$ cat config.mk
export PLATFORM = sky130hd
export DESIGN_NAME = mips_cpu
export DESIGN_NICKNAME = d
export VERILOG_FILES = /design/src/rtl/mips_pkg.sv /design/src/rtl/mips_ctrl.sv /design/src/rtl/mips_datapath.sv /design/src/rtl/mips_cpu.sv
export SDC_FILE = /design/constraint.sdc
export NUM_CORES = 1
export LEC_CHECK = 0
export CORE_UTILIZATION = 40
export DETAILED_ROUTE_END_ITERATION = 10
export DONT_BUFFER_PORTS = 1
export GPL_TIMING_DRIVEN = 0
export HOLD_SLACK_MARGIN = 0.15
export PLACE_DENSITY = 0.62
export SYNTH_ARGS = -nofsm -noshare
export SYNTH_HDL_FRONTEND = slang
export SYNTH_SLANG_ARGS = --single-unit
$ cat constraint.sdc
create_clock -name clk -period 6.7 [get_ports clk]
set_input_delay 1.005 -clock clk [delete_from_list [all_inputs] [get_ports clk]]
set_output_delay 1.005 -clock clk [all_outputs]
set_load 0.005 [all_outputs]
$ cat src/rtl/mips_pkg.sv
// Shared constants for the multicycle MIPS subset: opcodes, funct codes,
// ALU control codes and the controller state encoding.
package mips_pkg;

  localparam logic [5:0] OpLb    = 6'b100000;
  localparam logic [5:0] OpSb    = 6'b101000;
  localparam logic [5:0] OpRtype = 6'b000000;
  localparam logic [5:0] OpBeq   = 6'b000100;
  localparam logic [5:0] OpJ     = 6'b000010;
  localparam logic [5:0] OpAddi  = 6'b001000;

  localparam logic [5:0] FnAdd = 6'b100000;
  localparam logic [5:0] FnSub = 6'b100010;
  localparam logic [5:0] FnAnd = 6'b100100;
  localparam logic [5:0] FnOr  = 6'b100101;
  localparam logic [5:0] FnSlt = 6'b101010;

  typedef enum logic [2:0] {
    AluAnd  = 3'b000,
    AluOr   = 3'b001,
    AluAdd  = 3'b010,
    AluZero = 3'b011,
    AluSub  = 3'b110,
    AluSlt  = 3'b111
  } alu_ctl_e;

  // StMemAdr is the A+imm step shared by lb, sb and addi (it is addi's execute step).
  typedef enum logic [3:0] {
    StFetch1  = 4'd0,
    StFetch2  = 4'd1,
    StFetch3  = 4'd2,
    StFetch4  = 4'd3,
    StDecode  = 4'd4,
    StMemAdr  = 4'd5,
    StLbRd    = 4'd6,
    StLbWr    = 4'd7,
    StSbWr    = 4'd8,
    StRtypeEx = 4'd9,
    StRtypeWr = 4'd10,
    StBeqEx   = 4'd11,
    StJEx     = 4'd12,
    StAddiWr  = 4'd13
  } state_e;

endpackage

$ cat src/rtl/mips_ctrl.sv
// Controller: instruction-sequencing FSM with registered store strobe,
// plus the ALU operation decode.
module mips_ctrl
  import mips_pkg::*;
(
  input  logic     clk,
  input  logic     reset,
  input  logic [5:0] op,
  input  logic [5:0] funct,
  output state_e   state,
  output logic     memwrite,
  output alu_ctl_e alucontrol
);

  // State sequencing; memwrite is registered so it is high only while in StSbWr.
  always_ff @(posedge clk or negedge reset) begin
    if (!reset) begin
      state    <= StFetch1;
      memwrite <= 1'b0;
    end else begin
      memwrite <= (state == StMemAdr) && (op == OpSb);
      unique case (state)
        StFetch1: state <= StFetch2;
        StFetch2: state <= StFetch3;
        StFetch3: state <= StFetch4;
        StFetch4: state <= StDecode;
        StDecode: begin
          case (op)
            OpLb, OpSb, OpAddi: state <= StMemAdr;
            OpRtype:            state <= StRtypeEx;
            OpBeq:              state <= StBeqEx;
            OpJ:                state <= StJEx;
            default:            state <= StFetch1;
          endcase
        end
        StMemAdr: begin
          case (op)
            OpLb:    state <= StLbRd;
            OpSb:    state <= StSbWr;
            default: state <= StAddiWr;
          endcase
        end
        StLbRd:    state <= StLbWr;
        StRtypeEx: state <= StRtypeWr;
        default:   state <= StFetch1;
      endcase
    end
  end

  // ALU operation: funct-driven for R-type, subtract for beq, add otherwise.
  always_comb begin
    alucontrol = AluAdd;
    if (state == StRtypeEx) begin
      case (funct)
        FnAdd:   alucontrol = AluAdd;
        FnSub:   alucontrol = AluSub;
        FnAnd:   alucontrol = AluAnd;
        FnOr:    alucontrol = AluOr;
        FnSlt:   alucontrol = AluSlt;
        default: alucontrol = AluZero;
      endcase
    end else if (state == StBeqEx) begin
      alucontrol = AluSub;
    end
  end

endmodule

$ cat src/rtl/mips_datapath.sv
// Datapath: PC, instruction register, A/B/ALUOut/data registers, ALU and
// the 2-read/1-write register file. Actions are keyed off the controller state.
module mips_datapath
  import mips_pkg::*;
#(
  parameter int unsigned WIDTH   = 8,
  parameter int unsigned REGBITS = 3
) (
  input  logic             clk,
  input  logic             reset,
  input  state_e           state,
  input  alu_ctl_e         alucontrol,
  input  logic [WIDTH-1:0] memdata,
  output logic [5:0]       op,
  output logic [5:0]       funct,
  output logic [WIDTH-1:0] addr,
  output logic [WIDTH-1:0] writedata
);

  localparam logic [WIDTH-1:0] PcOne = WIDTH'(1);

  logic [WIDTH-1:0] pc_q, a_q, b_q, aluout_q, mdr_q;
  logic [31:0]      ir_q;
  logic [WIDTH-1:0] rf [2**REGBITS];

  logic [REGBITS-1:0] rs, rt, rd;
  logic [WIDTH-1:0]   imm, br_off, rd1, rd2;
  logic [WIDTH-1:0]   alu_b, sum, diff, alu_y;
  logic               rf_we;
  logic [REGBITS-1:0] rf_wa;
  logic [WIDTH-1:0]   rf_wd;
  logic               unused_ir;

  assign op     = ir_q[31:26];
  assign funct  = ir_q[5:0];
  assign rs     = ir_q[21 +: REGBITS];
  assign rt     = ir_q[16 +: REGBITS];
  assign rd     = ir_q[11 +: REGBITS];
  assign imm    = ir_q[WIDTH-1:0];
  // Word offset scaled to bytes; serves as branch offset and jump target.
  assign br_off = {ir_q[WIDTH-3:0], 2'b00};
  assign unused_ir = ^ir_q;

  assign rd1 = (rs == '0) ? '0 : rf[rs];
  assign rd2 = (rt == '0) ? '0 : rf[rt];

  assign addr      = (state == StLbRd || state == StSbWr) ? aluout_q : pc_q;
  assign writedata = b_q;

  // ALU: second operand is the immediate only in the address/addi step.
  assign alu_b = (state == StMemAdr) ? imm : b_q;
  assign sum   = a_q + alu_b;
  assign diff  = a_q - alu_b;

  // ALU result selection.
  always_comb begin
    alu_y = '0;
    case (alucontrol)
      AluAnd:  alu_y = a_q & alu_b;
      AluOr:   alu_y = a_q | alu_b;
      AluAdd:  alu_y = sum;
      AluSub:  alu_y = diff;
      AluSlt:  alu_y = {{(WIDTH-1){1'b0}}, diff[WIDTH-1]};
      default: alu_y = '0;
    endcase
  end

  // Architectural and staging register updates per controller state.
  always_ff @(posedge clk or negedge reset) begin
    if (!reset) begin
      pc_q     <= '0;
      ir_q     <= '0;
      a_q      <= '0;
      b_q      <= '0;
      aluout_q <= '0;
      mdr_q    <= '0;
    end else begin
      case (state)
        StFetch1: begin ir_q[7:0]   <= memdata[7:0]; pc_q <= pc_q + PcOne; end
        StFetch2: begin ir_q[15:8]  <= memdata[7:0]; pc_q <= pc_q + PcOne; end
        StFetch3: begin ir_q[23:16] <= memdata[7:0]; pc_q <= pc_q + PcOne; end
        StFetch4: begin ir_q[31:24] <= memdata[7:0]; pc_q <= pc_q + PcOne; end
        StDecode: begin
          a_q      <= rd1;
          b_q      <= rd2;
          aluout_q <= pc_q + br_off;
        end
        StMemAdr, StRtypeEx: aluout_q <= alu_y;
        StLbRd:              mdr_q    <= memdata;
        StBeqEx:             if (alu_y == '0) pc_q <= aluout_q;
        StJEx:               pc_q <= br_off;
        default: ;
      endcase
    end
  end

  // Register-file write port selection.
  always_comb begin
    rf_we = 1'b0;
    rf_wa = '0;
    rf_wd = aluout_q;
    case (state)
      StLbWr:    begin rf_we = 1'b1; rf_wa = rt; rf_wd = mdr_q; end
      StRtypeWr: begin rf_we = 1'b1; rf_wa = rd; end
      StAddiWr:  begin rf_we = 1'b1; rf_wa = rt; end
      default: ;
    endcase
  end

  // Register file write; register 0 is never written.
  always_ff @(posedge clk) begin
    if (rf_we && rf_wa != '0) rf[rf_wa] <= rf_wd;
  end

endmodule

$ cat src/rtl/mips_cpu.sv
// Multicycle, non-pipelined MIPS subset with a byte-wide memory port.
module mips_cpu
  import mips_pkg::*;
#(
  parameter int unsigned WIDTH   = 8,
  parameter int unsigned REGBITS = 3
) (
  input  logic             clk,
  input  logic             reset,
  input  logic [WIDTH-1:0] memdata,
  output logic             memwrite,
  output logic [WIDTH-1:0] addr,
  output logic [WIDTH-1:0] writedata
);

  state_e     state;
  alu_ctl_e   alucontrol;
  logic [5:0] op, funct;

  mips_ctrl u_ctrl (
    .clk        (clk),
    .reset      (reset),
    .op         (op),
    .funct      (funct),
    .state      (state),
    .memwrite   (memwrite),
    .alucontrol (alucontrol)
  );

  mips_datapath #(
    .WIDTH   (WIDTH),
    .REGBITS (REGBITS)
  ) u_datapath (
    .clk        (clk),
    .reset      (reset),
    .state      (state),
    .alucontrol (alucontrol),
    .memdata    (memdata),
    .op         (op),
    .funct      (funct),
    .addr       (addr),
    .writedata  (writedata)
  );

endmodule

==> run_results.csv, run 1 <==
group,metric,value,unit
status,outcome,"finished with violations",
status,failed_checks,"design-rule violations",
pwr,leakagePower,3.324,nW
clocking,cts_resized,0,
pwr,pwr-share-comb,50.0,%
yosys,yosys.area_share.simple,13.26,%
min_path,min_path_type,"input pin to asynchronous set/reset pin",
setup_path,path_class,"flip-flop to flip-flop",
floorplan,rows,49,
place,post-dp-hpwl,14780,microns
setup_path,reg2regPathDepth,16,
pwr,vdd_ir_drop_max,0.0002359,V
job,drv_cap,0,
pwr,power_switching_share,42.04,%
sta,finalHoldViolations,0,
clocking,cts_hold_buffers,0,
cells_and_area,syn_to_final_growth,12.00,%
setup_path,worstPathArrival,5.85,ns
cells_and_area,regArea,3383,sq um
yosys,ys_seq_area_share,45.50,%
place,gp_congestion,0.9091,
yosys,ys_seq_elements,124,
drt,ant_nets,0,
pwr,p_sw,1.885,mW
cells_and_area,final_nets,730,
drt,first_iter_violations,465,
place,port_buffers,0,
yosys,syn_area_per_cell,11.20,sq um
setup_path,reg2reg_slack,1.15,ns
sta,fin_crit,5.545,ns
pwr,p_seq_share,29.3,%
yosys,synth_compound_area_share,14.29,%
drt,routed_wl,19900,microns
sta,worst_pin_slew,1.162,ns
sta,slew_violations,0,
grt,antenna_found_initial,0,
clocking,clk-insertion-delay-late,0.42,ns
sta,setup-tns-final,0,ns
grt,grt_overflow,0,
setup_path,critPathRequiredTime,7.00,ns
sta,holdWs,0.2762,ns
cells_and_area,drive_above_1_share,19.51,%
drt,vias,5463,
grt,grt_pass1_wl,31910,microns
cells_and_area,multi_input_area,3805,sq um
sta,rsz0062_at_grt,"no",
setup_path,critical_path.endpoint_type,"flip-flop",
yosys,synth_xor_area_share,0.9423,%
grt,grt_usage,21.79,%
yosys,synth_top_family_by_area,"multiplexers",
cells_and_area,fillCellCount,1631,
place,placed_area,7742,sq um
yosys,async_flop_share,54.84,%
yosys,synthCells,664,
clocking,cts_setup_buffers,0,
pwr,power_density,538.5,nW/um^2
cells_and_area,n_antenna_cell,0,
clocking,clkTransAtPathRegs,0.06,ns
floorplan,start_util,41.11,%
floorplan,io_pins,27,
yosys,ys_warn_count,0,
pwr,p_clk_share,20.7,%
sta,min_period_over_period,82.76,%
floorplan,dieWidth,138.3,microns
sta,clock_skew,0.006893,ns
grt,grt_pass1_vias,5590,
pwr,power.internal,2.600,mW
drt,drt-pass1-iter-count,8,
setup_path,timing.rr.start,"u_ctrl.state[1]",
floorplan,dieArea,19140,sq um
drt,drcViolationCount,4,
sta,max_freq,0.1803,GHz
floorplan,dieHeight,138.3,microns
floorplan,coreArea,18090,sq um
yosys,synthMuxAreaShare,16.15,%
grt,grt_max_degree,69,
yosys,synthAdderAreaFrac,6.360,%
setup_path,r2r_end,"u_datapath.pc_q[0]",
clocking,cts.sinks,124,
drt,wl_per_cell,21.49,microns
yosys,netlist_area,7436,sq um
sta,maxSlewHeadroom,21.95,%
yosys,yosys_most_used_dff,"dfrtp_1",
clocking,cts_tree,"yes",
setup_path,start_kind,"flip-flop",
clocking,ctsRootBufferMaster,"clkbuf_16",
cells_and_area,final_core_util,46.05,%
setup_path,critical_path_peak_fanout,10,
yosys,synth_edf_count,56,
clocking,cts_htree_levels,4,
drt,vias_per_cell,5.900,
clocking,cts_buffers,17,
yosys,yosys.cell_types.count,78,
sta,setup_viol_count_final,0,
clocking,cts_buffer_depth,2,
yosys,synth_nets,710,
cells_and_area,design_area,8328,sq um
[cells by family after synthesis]
| logic type | after synthesis |
|---|---|
| muxes | 91 |
| DFF | 124 |
| and+or+nand+nor | 183 |
| AOI/OAI and AO/OA | 156 |
| buffers and inverters | 66 |
| adders and majority gates | 36 |
| xor gates and xnor gates | 8 |
[worst max-delay path, stage by stage (launching register included)]
cell	delay (ns)
dfrtp_1	0.42
clkbuf_1	0.24
nand2b_1	0.26
nor2_1	0.34
clkbuf_1	0.50
mux2_2	0.30
ha_1	0.18
inv_1	0.06
fa_1	0.43
nor3b_1	0.17
o311ai_0	0.59
and4_1	0.32
nor3_2	0.05
a311o_2	0.38
nor4_4	0.59
a31oi_4	0.25
mux2_4	0.35
[flip-flops by register name, indices dropped and copies added (netlist names)]
signal	count
u_datapath.writedata	8
u_datapath.ir_q	23
u_datapath.mdr_q	8
u_ctrl.memwrite	1
u_ctrl.state	4
u_datapath.pc_q	8
u_datapath.a_q	8
u_datapath.aluout_q	8
u_datapath.rf	56
[how the worst max path moves through the flow]
stage / startpoint / to / slack, ns / cells after the start
floorplan: u_ctrl.state[1] / u_datapath.pc_q[0] / 2.36 / 16
finish: u_ctrl.state[1] / u_datapath.pc_q[0] / 1.15 / 16
global placement: u_ctrl.state[1] / u_datapath.pc_q[1] / 1.32 / 16
CTS: u_ctrl.state[1] / u_datapath.pc_q[1] / 1.23 / 16
detailed placement: u_ctrl.state[1] / u_datapath.pc_q[1] / 1.26 / 16
global route: u_ctrl.state[1] / u_datapath.pc_q[0] / 0.95 / 16
[cells in the mapped netlist, drive strengths merged (3+ instances only)]
library cell | count | area [sq um]
nor3 | 11 | 65.06
o21ai | 46 | 230.2
o31a | 3 | 27.53
mux2i | 9 | 90.09
o22ai | 6 | 37.54
or2 | 4 | 25.03
or3b | 3 | 26.28
nand3b | 4 | 30.03
nor3b | 4 | 41.29
xnor2 | 5 | 43.79
nand2 | 57 | 214.0
o31ai | 4 | 35.03
clkbuf | 25 | 93.84
dfrtp | 68 | 1702
edfxtp | 56 | 1682
nand2b | 10 | 62.56
nor2 | 33 | 123.9
a22o | 9 | 80.08
o32ai | 4 | 35.03
and3 | 9 | 56.30
nand3 | 13 | 65.06
nor2b | 8 | 50.05
inv | 36 | 135.1
nor4 | 10 | 83.83
a21oi | 32 | 160.2
fa | 3 | 60.06
xor2 | 3 | 26.28
mux2 | 66 | 750.7
ha | 33 | 412.9
buf | 5 | 31.28
a22oi | 23 | 172.7
a21o | 5 | 37.54
mux4 | 16 | 360.4
[power by group through the flow]
stage	Sequential (mW)	Clock (mW)	Combinational, mW
global route	1.34	0.978	2.44
global placement	1.31	0	2.15
CTS	1.31	0.935	2.22
floorplan	1.21	0	1.68
finish	1.32	0.927	2.24
detailed placement	1.32	0	2.20
[per-layer routing]
metal	track usage [%]	vias up	share of wire (%)
met2	35.51	191	48
met3	4.572	36	4.9
li1	-	2522	-
met5	0	-	0
met4	7.983	0	2.2
met1	28.64	2714	45
[cells in the final DEF, fill, tap and decap left out, drive strengths merged, types with 11 or more instances in the layout]
| cell | count |
|---|---|
| edfxtp | 56 |
| nor2 | 33 |
| nand3 | 13 |
| inv | 38 |
| mux2 | 66 |
| mux4 | 16 |
| ha | 33 |
| a21oi | 32 |
| a22oi | 23 |
| dfrtp | 68 |
| clkbuf | 47 |
| nand2 | 57 |
| nor3 | 11 |
| o21ai | 46 |
[cell type report]
cell class	count	area share [%]
tap	229	3.441
clock inverter	10	1.698
timing repair buffer	1	0.09014
sequential	124	40.62
multi-input combinational	474	45.69
buffer	30	1.502
inverter	36	1.623
clock buffer	22	5.334
[stage by stage]
stage | cells | power (mW) | setup slack, ns
after global placement | 893 | 3.464 | 1.319
after floorplan | 664 | 2.893 | 2.364
after CTS | 926 | 4.465 | 1.225
after global routing | 926 | 4.760 | 0.9489
after detailed placement | 894 | 3.521 | 1.257
final | 926 | 4.485 | 1.155
Power figures use the tool's default switching activity.
==> run 2, diff against run 1 <==
--- a/config.mk
+++ b/config.mk
@@ -10,7 +10,7 @@
 export DONT_BUFFER_PORTS = 1
 export GPL_TIMING_DRIVEN = 0
 export HOLD_SLACK_MARGIN = 0.15
-export PLACE_DENSITY = 0.62
+export PLACE_DENSITY = 0.64
 export SYNTH_ARGS = -nofsm -noshare
 export SYNTH_HDL_FRONTEND = slang
 export SYNTH_SLANG_ARGS = --single-unit
==> constraint.sdc (replaced) <==
create_clock -name clk -period 4.7 [get_ports clk]
set_input_delay 0.705 -clock clk [delete_from_list [all_inputs] [get_ports clk]]
set_output_delay 0.705 -clock clk [all_outputs]
set_load 0.005 [all_outputs]
==> run_results.csv, run 2 (synthesized netlist as in run 1, its figures left out) <==
group,metric,value,unit
grt,grt_pass1_wl,31430,microns
cells_and_area,final_nets,731,
cells_and_area,syn_to_final_growth,13.29,%
sta,finalHoldViolations,0,
drt,first_iter_violations,540,
status,failed_checks,"design-rule violations",
setup_path,critical_path.endpoint_type,"flip-flop",
sta,min_period_over_period,95.70,%
sta,clock_skew,0.01471,ns
job,drv_cap,0,
cells_and_area,layout_commonest_cell,"dfrtp_1",
floorplan,coreArea,18090,sq um
floorplan,rows,49,
setup_path,critical_path_peak_fanout,14,
place,post-dp-hpwl,14650,microns
drt,routed_wl,19940,microns
sta,setup_slack,0.2022,ns
clocking,ctsRootBufferMaster,"clkbuf_16",
drt,ant_nets,0,
drt,vias,5564,
clocking,clk-insertion-delay-late,0.42,ns
floorplan,dieWidth,138.3,microns
floorplan,dieHeight,138.3,microns
cells_and_area,n_antenna_cell,0,
sta,holdWs,0.1499,ns
cells_and_area,regArea,3385,sq um
status,outcome,"finished with violations",
grt,antenna_found_initial,0,
grt,grt_max_degree,69,
drt,vias_per_cell,6.002,
setup_path,worstPathArrival,4.80,ns
cells_and_area,multi_input_area,3815,sq um
pwr,finalPower,6.490,mW
sta,max_freq,0.2223,GHz
sta,fin_crit,4.498,ns
setup_path,reg2reg_slack,0.20,ns
grt,grt_overflow,0,
sta,rsz0062_at_grt,"no",
sta,worst_pin_slew,1.084,ns
place,port_buffers,0,
floorplan,dieArea,19140,sq um
floorplan,io_pins,27,
grt,grt_pass1_vias,5469,
cells_and_area,fillCellCount,1589,
setup_path,start_kind,"flip-flop",
clocking,cts_tree,"yes",
setup_path,reg2regPathDepth,15,
pwr,leakagePower,3.371,nW
grt,grt_usage,21.63,%
cells_and_area,final_core_util,46.58,%
drt,drcViolationCount,2,
drt,wl_per_cell,21.51,microns
sta,slew_violations,0,
floorplan,start_util,41.11,%
clocking,cts.sinks,124,
cells_and_area,layout.cells.most_common_list,"dfrtp_1, mux2_2, nand2_1",
place,gp_congestion,0.9233,
clocking,clkTransAtPathRegs,0.06,ns
setup_path,timing.rr.start,"u_ctrl.state[1]",
setup_path,path_class,"flip-flop to flip-flop",
pwr,vdd_ir_drop_max,0.0005185,V
pwr,power_density,770.3,nW/um^2
setup_path,r2r_end,"u_datapath.pc_q[0]",
place,place_ws,-0.6673,ns
cells_and_area,top_register,"u_datapath.rf",
setup_path,critPathRequiredTime,5.00,ns
cells_and_area,reg.largest.list,"u_datapath.rf x56, u_datapath.ir_q x23",
cells_and_area,largest_reg_flops,56,
sta,maxSlewHeadroom,27.20,%
sta,setup_viol_count_final,0,
clocking,cts_buffers,17,
clocking,cts_htree_levels,4,
cells_and_area,drive_above_1_share,21.06,%
clocking,cts_buffer_depth,2,
drt,drt-pass1-iter-count,8,
min_path,min_path_type,"input pin to asynchronous set/reset pin",
-- run 2: changes by cell type in the layout (fill, tap and decap cells not counted), sizes merged --
cell    previous run  this run
buf                6         9
inv               38        43
clkbuf            47        40
clkinv             4         3
bufinv             3         4
-- run 2: critical path, stage by stage, from the launching register on --
cell,delay (ns)
dfrtp_2,0.49
nand2b_2,0.26
nor2_4,0.21
buf_6,0.18
mux2_2,0.37
ha_1,0.25
inv_1,0.10
fa_1,0.21
and3b_1,0.20
or2_2,0.29
mux2i_1,0.16
mux2i_1,0.15
or4_4,0.58
nor4_4,0.38
a31oi_4,0.21
mux2_4,0.34
-- run 2: how the worst max path moves through the flow --
stage	from	endpoint	cells past startpoint	slack, ns
final	u_ctrl.state[1]	u_datapath.pc_q[0]	15	0.20
after detailed placement	u_ctrl.state[1]	u_datapath.pc_q[0]	16	-0.67
after global placement	u_ctrl.state[1]	u_datapath.pc_q[0]	16	-0.57
after global routing	u_ctrl.state[1]	u_datapath.pc_q[0]	15	0.02
after CTS	u_ctrl.state[1]	u_datapath.pc_q[0]	15	0.08
after floorplan	u_ctrl.state[1]	u_datapath.pc_q[0]	16	0.36
-- run 2: stage by stage --
step / std cells / cell area, sq um / setup TNS (ns)
global route: 927 / 8424 / 0
global placement: 893 / 7722 / -3.377
detailed placement: 894 / 7742 / -4.269
floorplan: 664 / 7436 / 0
CTS: 927 / 8419 / 0
finish: 927 / 8424 / 0
-- run 2: layer usage --
layer	up-vias	wire [microns]	GRT usage, %
li1	2528	-	-
met1	2824	8796	28.28
met2	188	9817	36.49
met3	24	1083	4.641
met4	0	240	5.381
met5	-	0	0
-- run 2: what timing repair did --
action,4_1_cts,5_1_grt
hold buffers,1,0
setup buffers,1,0
setup endpoints to repair,8,8
endpoints found under the hold margin,68,0
gates resized for setup,5,3
pin swaps,1,0
-- run 2: layout make-up --
class / instances / area share [%]
Multi-Input combinational cell: 474 / 45.28
Sequential cell: 124 / 40.18
Clock buffer: 17 / 5.050
Tap cell: 229 / 3.401
Clock inverter: 15 / 2.451
Inverter: 36 / 1.604
Buffer: 29 / 1.530
Timing Repair Buffer: 3 / 0.5050
-- run 2: power by group --
part,internal (mW),switching [mW],total (mW)
combinational,1.36,1.83,3.18
sequential,1.51,0.375,1.89
clock,0.897,0.520,1.42
total,3.77,2.72,6.49
